File: src/rtl/fm_bus_pkg.sv
// Shared types for the FM register bus host: bus widths, host FSM states and the queued command word.
package fm_bus_pkg;

  localparam int FM_ADDR_W = 6;
  localparam int FM_DATA_W = 8;

  typedef enum logic [2:0] {
    IDLE  = 3'd0,
    SETUP = 3'd1,
    WRITE = 3'd2,
    READ  = 3'd3,
    RECOV = 3'd4
  } fm_host_state_t;

  typedef struct packed {
    logic                 rwn;
    logic [FM_ADDR_W-1:0] addr;
    logic [FM_DATA_W-1:0] data;
  } fm_cmd_t;

  // Phase counters count down to zero, so a state of N cycles loads N-1.
  function automatic logic [3:0] phase_load(input int cycles);
    return 4'(cycles - 1);
  endfunction

endpackage

File: src/rtl/fm_cmd_fifo.sv
// fm_cmd_fifo: synchronous command FIFO; a push is visible at the head one cycle later.
// Backpressure: full comes from the registered count only, so a push while full is refused even with a concurrent pop.
module fm_cmd_fifo
  import fm_bus_pkg::*;
#(
  parameter  int DEPTH = 4,
  localparam int AW    = $clog2(DEPTH)
) (
  input  logic          clk,
  input  logic          rst,
  input  logic          push,
  input  fm_cmd_t       push_dat,
  input  logic          pop,
  output fm_cmd_t       pop_dat,
  output logic          full,
  output logic          empty,
  output logic [AW:0]   count
);

  fm_cmd_t         mem [DEPTH];
  logic [AW-1:0]   wr_ptr;
  logic [AW-1:0]   rd_ptr;
  logic            do_push;
  logic            do_pop;

  assign full    = (count == (AW+1)'(DEPTH));
  assign empty   = (count == '0);
  assign do_push = push && !full;
  assign do_pop  = pop && !empty;
  assign pop_dat = mem[rd_ptr];

  always_ff @(posedge clk) begin
    if (do_push) mem[wr_ptr] <= push_dat;
  end

  // Pointers are log2(DEPTH) bits wide, so they wrap modulo DEPTH on their own.
  always_ff @(posedge clk or posedge rst) begin
    if (rst) begin
      wr_ptr <= '0;
      rd_ptr <= '0;
      count  <= '0;
    end else begin
      if (do_push) wr_ptr <= wr_ptr + 1'b1;
      if (do_pop)  rd_ptr <= rd_ptr + 1'b1;
      case ({do_push, do_pop})
        2'b10:   count <= count + 1'b1;
        2'b01:   count <= count - 1'b1;
        default: count <= count;
      endcase
    end
  end

endmodule

File: src/rtl/fm_bus_host.sv
// fm_bus_host: turns queued valid/ready commands into timed FM register-bus cycles; read data returns a cycle after capture.
// Backpressure: cmd_ready drops while the command FIFO is full; responses cannot be stalled.
module fm_bus_host
  import fm_bus_pkg::*;
#(
  parameter int FIFO_DEPTH = 4,
  parameter int SETUP_CYC  = 1,
  parameter int WR_CYC     = 2,
  parameter int RD_CYC     = 2,
  parameter int RECOV_CYC  = 1
) (
  input  logic       clk,
  input  logic       rst,
  input  logic       cmd_valid,
  output logic       cmd_ready,
  input  logic       cmd_rwn,
  input  logic [5:0] cmd_addr,
  input  logic [7:0] cmd_data,
  output logic       rsp_valid,
  output logic [7:0] rsp_data,
  output logic       busy,
  output logic [5:0] bus_addr,
  output logic       bus_rwn,
  output logic [7:0] bus_dout,
  output logic       bus_oe,
  input  logic [7:0] bus_din
);

  localparam int CW = $clog2(FIFO_DEPTH) + 1;

  fm_cmd_t        cmd_in;
  fm_cmd_t        head;
  logic           fifo_full;
  logic           fifo_empty;
  logic [CW-1:0]  fifo_count;
  logic [CW-1:0]  count_d;
  logic           push;
  logic           pop;
  fm_host_state_t state;
  fm_host_state_t state_d;
  logic [3:0]     phase;
  logic [3:0]     phase_d;
  logic           cur_rwn;

  assign cmd_in    = {cmd_rwn, cmd_addr, cmd_data};
  assign cmd_ready = !fifo_full;
  assign push      = cmd_valid && cmd_ready;

  fm_cmd_fifo #(.DEPTH(FIFO_DEPTH)) u_fifo (
    .clk      (clk),
    .rst      (rst),
    .push     (push),
    .push_dat (cmd_in),
    .pop      (pop),
    .pop_dat  (head),
    .full     (fifo_full),
    .empty    (fifo_empty),
    .count    (fifo_count)
  );

  always_comb begin
    state_d = state;
    phase_d = phase;
    pop     = 1'b0;
    case (state)
      IDLE: begin
        if (!fifo_empty) begin
          pop     = 1'b1;
          state_d = SETUP;
          phase_d = phase_load(SETUP_CYC);
        end
      end
      SETUP: begin
        if (phase == 4'd0) begin
          state_d = cur_rwn ? READ : WRITE;
          phase_d = cur_rwn ? phase_load(RD_CYC) : phase_load(WR_CYC);
        end else begin
          phase_d = phase - 4'd1;
        end
      end
      WRITE, READ: begin
        if (phase == 4'd0) begin
          state_d = (RECOV_CYC == 0) ? IDLE : RECOV;
          phase_d = phase_load(RECOV_CYC);
        end else begin
          phase_d = phase - 4'd1;
        end
      end
      RECOV: begin
        if (phase == 4'd0) state_d = IDLE;
        else               phase_d = phase - 4'd1;
      end
      default: state_d = IDLE;
    endcase
  end

  always_comb begin
    count_d = fifo_count;
    if (push && !pop)      count_d = fifo_count + CW'(1);
    else if (pop && !push) count_d = fifo_count - CW'(1);
  end

  // RWn and OE are separate flops updated on the same edges, so OE == ~RWn holds every cycle.
  always_ff @(posedge clk or posedge rst) begin
    if (rst) begin
      state     <= IDLE;
      phase     <= 4'd0;
      cur_rwn   <= 1'b1;
      bus_addr  <= '0;
      bus_dout  <= '0;
      bus_rwn   <= 1'b1;
      bus_oe    <= 1'b0;
      rsp_valid <= 1'b0;
      rsp_data  <= '0;
      busy      <= 1'b0;
    end else begin
      state     <= state_d;
      phase     <= phase_d;
      busy      <= (state_d != IDLE) || (count_d != '0);
      rsp_valid <= 1'b0;
      if (pop) begin
        bus_addr <= head.addr;
        bus_dout <= head.data;
        cur_rwn  <= head.rwn;
      end
      if (state == SETUP && state_d == WRITE) begin
        bus_rwn <= 1'b0;
        bus_oe  <= 1'b1;
      end
      if (state == WRITE && state_d != WRITE) begin
        bus_rwn <= 1'b1;
        bus_oe  <= 1'b0;
      end
      if (state == READ && state_d != READ) begin
        rsp_data  <= bus_din;
        rsp_valid <= 1'b1;
      end
    end
  end

endmodule

File: config.mk
export PLATFORM = sky130hd
export DESIGN_NAME = fm_bus_host
export DESIGN_NICKNAME = d
export VERILOG_FILES = /design/src/rtl/fm_bus_pkg.sv /design/src/rtl/fm_cmd_fifo.sv /design/src/rtl/fm_bus_host.sv
export SDC_FILE = /design/constraint.sdc
export NUM_CORES = 1
export LEC_CHECK = 0
export CORE_MARGIN = 10
export CORE_UTILIZATION = 30
export CTS_CLUSTER_SIZE = 24
export DETAILED_ROUTE_END_ITERATION = 8
export DONT_BUFFER_PORTS = 1
export GPL_TIMING_DRIVEN = 1
export MAX_ROUTING_LAYER = met4
export SYNTH_ARGS = -nofsm -noshare
export SYNTH_HDL_FRONTEND = slang
export SYNTH_SLANG_ARGS = --single-unit
File: constraint.sdc
create_clock -name clk -period 2.4 [get_ports clk]
set_input_delay 0.24 -clock clk [delete_from_list [all_inputs] [get_ports clk]]
set_output_delay 0.24 -clock clk [all_outputs]
set_load 0.01 [all_outputs]
# Yosys cells after proc, flatten, opt, wreduce, memory -nomap -nowiden
# Memory sizes are Yosys's and may differ from the RTL's. A register that Yosys moved wholly into a read port is not among the register bits.
# Cells that the tools add are included.
word_totals:
  register_bits: 26
  ram_bits: 60
  in_bits: 26
  out_inout_bits: 27
  wordCells: 74
  memories: 1
mem_list:
  columns: ["name", "depth", "word_bits", "rd", "rd_ports_with_merged_regs", "wr", "line", "source"]
  rows:
  - ["u_fifo.mem", 4, 15, 1, 1, 1, "fm_cmd_fifo.sv:20", "fm_cmd_t mem [DEPTH];"]
classes:
  addsub: 5
  eq_ne: 12
  muxes: 23
  n_reduce_logical: 23
op_table:
  columns: ["cell", "count"]
  rows:
  - ["3-bit 2-to-1 mux", 6]
  - ["4-bit 2-to-1 mux", 4]
  - ["4-bit one-hot mux with 4 select lines", 1]
  - ["3-bit one-hot mux with 4 select lines", 1]
  - ["1-bit 2-to-1 mux", 10]
  - ["3-bit by 2-bit equality test with 1-bit output (second input constant)", 3]
  - ["1-bit logical AND", 8]
  - ["3-bit equality test (second input constant)", 2]
  - ["3-bit logical NOT", 2]
  - ["3-bit by 2-bit != test with 1-bit output (second input constant)", 2]
  - ["3-bit one-hot mux with 2 select lines", 1]
  - ["3-bit nonzero test", 2]
  - ["2-bit by 1-bit adder with 2-bit output (second input constant)", 2]
  - ["1-bit logical NOT", 4]
  - ["4-bit logical NOT", 1]
  - ["2-bit != test (second input constant)", 2]
  - ["2-bit nonzero test", 2]
  - ["4-bit nonzero test", 1]
  - ["4-bit by 1-bit subtractor with 4-bit output (second input constant)", 1]
  - ["3-bit by 1-bit adder with 3-bit output (second input constant)", 1]
  - ["3-bit by 1-bit equality test with 1-bit output (second input constant)", 1]
  - ["3-bit AND reduction", 1]
  - ["3-bit by 1-bit subtractor with 3-bit output (second input constant)", 1]
  - ["2-bit by 1-bit equality test with 1-bit output (second input constant)", 1]
  - ["other kinds (3)", 3]

# Logic depth before layout (Yosys ltp)
logic_depth:
  depth_word: 9
  ltp_mapped: 11
  depth_no_buf: 9

# Modules after synthesis
# A second synthesis with hierarchy kept.
hier_totals:
  cells_unflattened: 261
  area_unflattened_um2: 4260.3
modules_own_cells:
  columns: ["module", "instances", "cells_each", "area_per_inst_um2", "seq_area_each_um2"]
  rows:
  - ["fm_cmd_fifo", 1, 117, 2636.3, 1976.9]
  - ["fm_bus_host", 1, 144, 1624.1, 853.3]

# Least setup slack after synthesis
# No wires, ideal clock.
synth_path:
  path_kind: "reg-to-reg"
  startpoint: "register u_fifo.count[0]"
  endpoint: "register u_fifo.count[2]"
  arrival_ps: 2050
  required_ps: 2321
  path_slack_ps: 271
  stages_incl_launch_ff: 11
  period_less_slack_ps: 2129
  path_cell_list: "dfrtp_1 > inv_1 > ha_1 > inv_1 > o21ai_1 > inv_1 > buf_4 > buf_4 > ha_1 > nor2_1 > xor2_1"
synth_via:
  elab_chain_cells: 6
  word_cells_on_any_way: 15
  cone_classes: "add/sub (2); eq/ne (3); mux (3); reduce/logical (7)"
synth_lines:
  columns: ["item", "line", "source"]
  rows:
  - ["from (decl)", "fm_cmd_fifo.sv:17", "output logic [AW:0] count"]
  - ["from (signal assigned)", "fm_cmd_fifo.sv:46", "2'b10: count <= count + 1'b1;"]
  - ["from (signal assigned)", "fm_cmd_fifo.sv:47", "2'b01: count <= count - 1'b1;"]
  - ["from (signal assigned)", "fm_cmd_fifo.sv:48", "default: count <= count;"]
  - ["3-bit logical NOT *", "fm_cmd_fifo.sv:27", "assign empty = (count == '0);"]
  - ["1-bit 2-to-1 mux", "fm_bus_host.sv:67", "if (!fifo_empty) begin"]
  - ["1-bit 2-to-1 mux", "fm_bus_host.sv:65", "case (state)"]
  - ["1-bit logical AND *", "fm_cmd_fifo.sv:29", "assign do_pop = pop && !empty;"]
  - ["net u_fifo.do_pop", "fm_cmd_fifo.sv:24", "logic do_pop;"]
  - ["2-bit by 1-bit equality test with 1-bit output or 2-bit equality test (tied branches)", "fm_cmd_fifo.sv:45", "case ({do_push, do_pop})"]
  - ["3-bit one-hot mux with 2 select lines or 2-bit nonzero test (tied branches)", null, null]
# Mark *: on every way through the listed nets, which the timed path passes. The rest lies on a longest branch.
# A chain may end at the register's enable or synchronous reset.

# Worst setup path in the final report
layout_path:
  startpoint: "register phase[0]"
  endpoint: "register rsp_data[6]"
layout_via:
  elab_chain_cells: 5
  word_cells_on_any_way: 7
  cone_classes: "eq/ne (1); mux (4); reduce/logical (2)"
layout_lines:
  columns: ["item", "line", "source"]
  rows:
  - ["from (decl)", "fm_bus_host.sv:41", "logic [3:0] phase;"]
  - ["from (signal assigned)", "fm_bus_host.sv:118", "phase <= phase_d;"]
  - ["4-bit logical NOT *", "fm_bus_host.sv:74, fm_bus_host.sv:82, fm_bus_host.sv:90", null]
  - ["3-bit 2-to-1 mux, on equally long branches", "fm_bus_host.sv:90, fm_bus_host.sv:74, fm_bus_host.sv:82", null]
  - ["3-bit one-hot mux with 4 select lines *", "fm_bus_host.sv:65", null]
  - ["3-bit by 2-bit != test with 1-bit output *", "fm_bus_host.sv:134", "if (state == READ && state_d != READ) begin"]
  - ["1-bit logical AND *", "fm_bus_host.sv:134", null]
  - ["to (signal assigned)", "fm_bus_host.sv:135", "rsp_data <= bus_din;"]
  - ["to (decl)", "fm_bus_host.sv:20", "output logic [7:0] rsp_data,"]
# Every way passes the cells marked *; elsewhere a longest branch is shown, timed or not.

==> impl_metrics.toml <==
[logic_synthesis]
synth_area_leader_cell = "edfxtp_1"
muxShareOfSynthArea = 0.148
synth_compound_area_frac = 0.0396
syn_inst = 241
synth-simple-area-share = 0.0488
synthArstFlopShare = 0.406
yosys.area_share.adder = 0.0276
synthXorXnorAreaFrac = 0.0150
synth_top_family_by_area = "multiplexers"
yosysTopAreaCellShare = 0.442
synth_area_leaders = "edfxtp_1, dfrtp_1, mux4_2"
synth-warning-count = 0
yosysUniqueCellTypes = 41
synth_edf_count = 60
synth_nets = 276
synth_flop_cell = "edfxtp_1"
synth_seq_area_share = 0.694
syn_area_per_cell_um2 = 16.9
synth-seq-cells = 101
syn_area_um2 = 4080

[worst_setup_path]
crit_required_ps = 2630
reg2regPathDepth = 5
worstSetupPathType = "register to register"
r2r-end = "rsp_data[6]"
r2r_slack_ps = 290
cp-start-kind = "register"
cp-end-kind = "register"
cp.arrival_ps = 2340
cp_max_fo = 9
r2r_start = "phase[0]"

[status]
status = "finished, violations left"
failed_checks = "negative hold slack"

[timing]
tns_ps = 0
fin_crit_sh = 0.880
slew_violations = 0
skew_ps = 12.2
hold_viol = 39
tightest_slew_ps = 918
period_needed_ps = 2110
worst_slack_ps = 288
slew_headroom = 0.387
setup_viol = 0
rsz0062_at_grt = "false"
clock.fmax_ghz = 0.474
hold_ws_ps = -27.4

[die]
dieArea_um2 = 18700
core_area_um2 = 13300
die_w_um = 137
start_util = 0.307
row_count = 42
io_pins = 53
die_h_um = 137

[routing]
wl_per_cell_um = 17.3
first_pass_iters = 4
met3_wirelength_um = 670
antenna_left = 0
drt_wl_total_um = 7780
drt-met1-wl_um = 2940
drc = 0
vias_per_cell = 4.69
vias = 2104
routed.top_layer = "met4"
drt-initial-drc-count = 202
met2_length_um = 4060

[final_layout]
area_growth_pct = 17.8
num_antenna_cells = 0
drive_gt1_frac = 0.249
final_cell_mix = "edfxtp_1, dfrtp_1, mux2_2, mux4_2, dlygate4sd3_1"
mostFrequentLayoutCell = "edfxtp_1"
final_nets = 303

[power]
p_per_area_nw_per_um2 = 1340
peakVddDrop_v = 0.000599
p_seq_frac = 0.447
p_comb_frac = 0.307
pwr-share-clk = 0.246
swShare = 0.324
p_int_uw = 4350
p_leak_uw = 0.00179
switching_power_uw = 2090
p_total_uw = 6440

[clock_tree]
cts_root_buf = "clkbuf_16"
tritoncts = "yes"
cts_resized = 0
htree_num_levels = 3
post_cts_buffers = 0
clk_latency_ps = 350
ctsLongestPathBuffers = 2
cts_made_buffers = 9
clock-sinks = 101
clk_pin_slew_ps = 70

[grt]
grt_pass1_vias = 2142
grt_start_max_net_pins = 42
antenna_found_initial = 0
grt_pass1_wl_um = 12000
grt_use_total = 0.0903
grt_overflow_total = 0

[place]
hpwl_um = 5140
port_buffers = 0
gp_congestion = 0.742
place_ws_ps = 275

[worst_hold_path]
hold_class = "input pin to asynchronous set/reset pin"

[job]
maxCapViolCount = 0
## state kept, by name, summed over array words and instances (netlist names), 2 cells and up
register       flops
u_fifo.mem        60
bus_dout           8
rsp_data           8
bus_addr           6
phase              4
state              3
u_fifo.count       3
u_fifo.rd_ptr      2
u_fifo.wr_ptr      2
## layer usage
metal / global-route usage / vias to the layer above
li1: - / 967
met1: 0.0952 / 1058
met2: 0.145 / 69
met3: 0.0429 / 10
met4: 0.0331 / 0
met5: - / -
## cells by family (layout without fill, tap and decap cells)
family	count (synthesis)	in the layout
adder cells (fa/ha/maj)	9	9
buffers and inverters	24	56
multiplexers	39	39
AO/OA/AOI/OAI	24	24
AND/OR/NAND/NOR	37	37
flip-flops	101	101
XOR/XNOR	7	7
## what timing repair did
item	in CTS	in global routing
hold endpoints to repair	60	0
hold buffers	15	0
endpoints found under the setup margin	0	0
## stage by stage
stage / hold WS (ps) / cells / util / cell area [µm²]
after detailed placement: 339 / 418 / 0.325 / 4330
final: -27.4 / 449 / 0.361 / 4800
after global routing: 17.0 / 449 / 0.361 / 4800
after global placement: 339 / 418 / 0.325 / 4330
after CTS: 11.7 / 449 / 0.361 / 4800
after floorplan: 339 / 241 / - / 4080
## cell usage after synthesis, drive strengths merged, types with 2 or more instances
master and instances:
nand3 2, and3 5, xnor2 6, mux2 22
clkbuf 4, a41o 2, dfstp 2, and2 2
ha 9, inv 14, buf 6, nor4 2
dfrtp 39, edfxtp 60, nor3 7, nand2 9
nor2 6, a21oi 5, mux2i 2, mux4 15
o21ai 7, o31ai 2
## critical path, cell delays in order, from the launching register on
cell and delay [ps]:
dfrtp_1 410, inv_1 110, ha_1 240, or3b_1 430, nor3_4 420, mux2_2 390
## power groups by stage
stage               sequential [µW]  clock (µW)  combinational [µW]
global route                   2960        1700                2210
finish                         2880        1580                1980
CTS                            2900        1630                2040
global placement               2920           0                1940
detailed placement             2940           0                2000
floorplan                      2740           0                1620
## how the worst max path moves through the flow
stage                                from              end  slack, ps  depth (start not counted)
after floorplan           u_fifo.count[0]  u_fifo.count[2]        270                         10
after global placement           phase[0]      rsp_data[2]        390                          5
after detailed placement         phase[0]      rsp_data[6]        270                          5
after CTS                        phase[0]      rsp_data[6]        260                          5
after global routing             phase[0]      rsp_data[2]        170                          5
final                            phase[0]      rsp_data[6]        290                          5
## layout make-up
type	instances	area, µm²
clock inverter	6	100
inverter	14	52.6
fill	1232	8490
clock buffer	10	229
sequential	101	2830
tap	176	220
multi-input combinational	116	1140
timing repair buffer	26	233
Power figures use the tool's default switching activity.
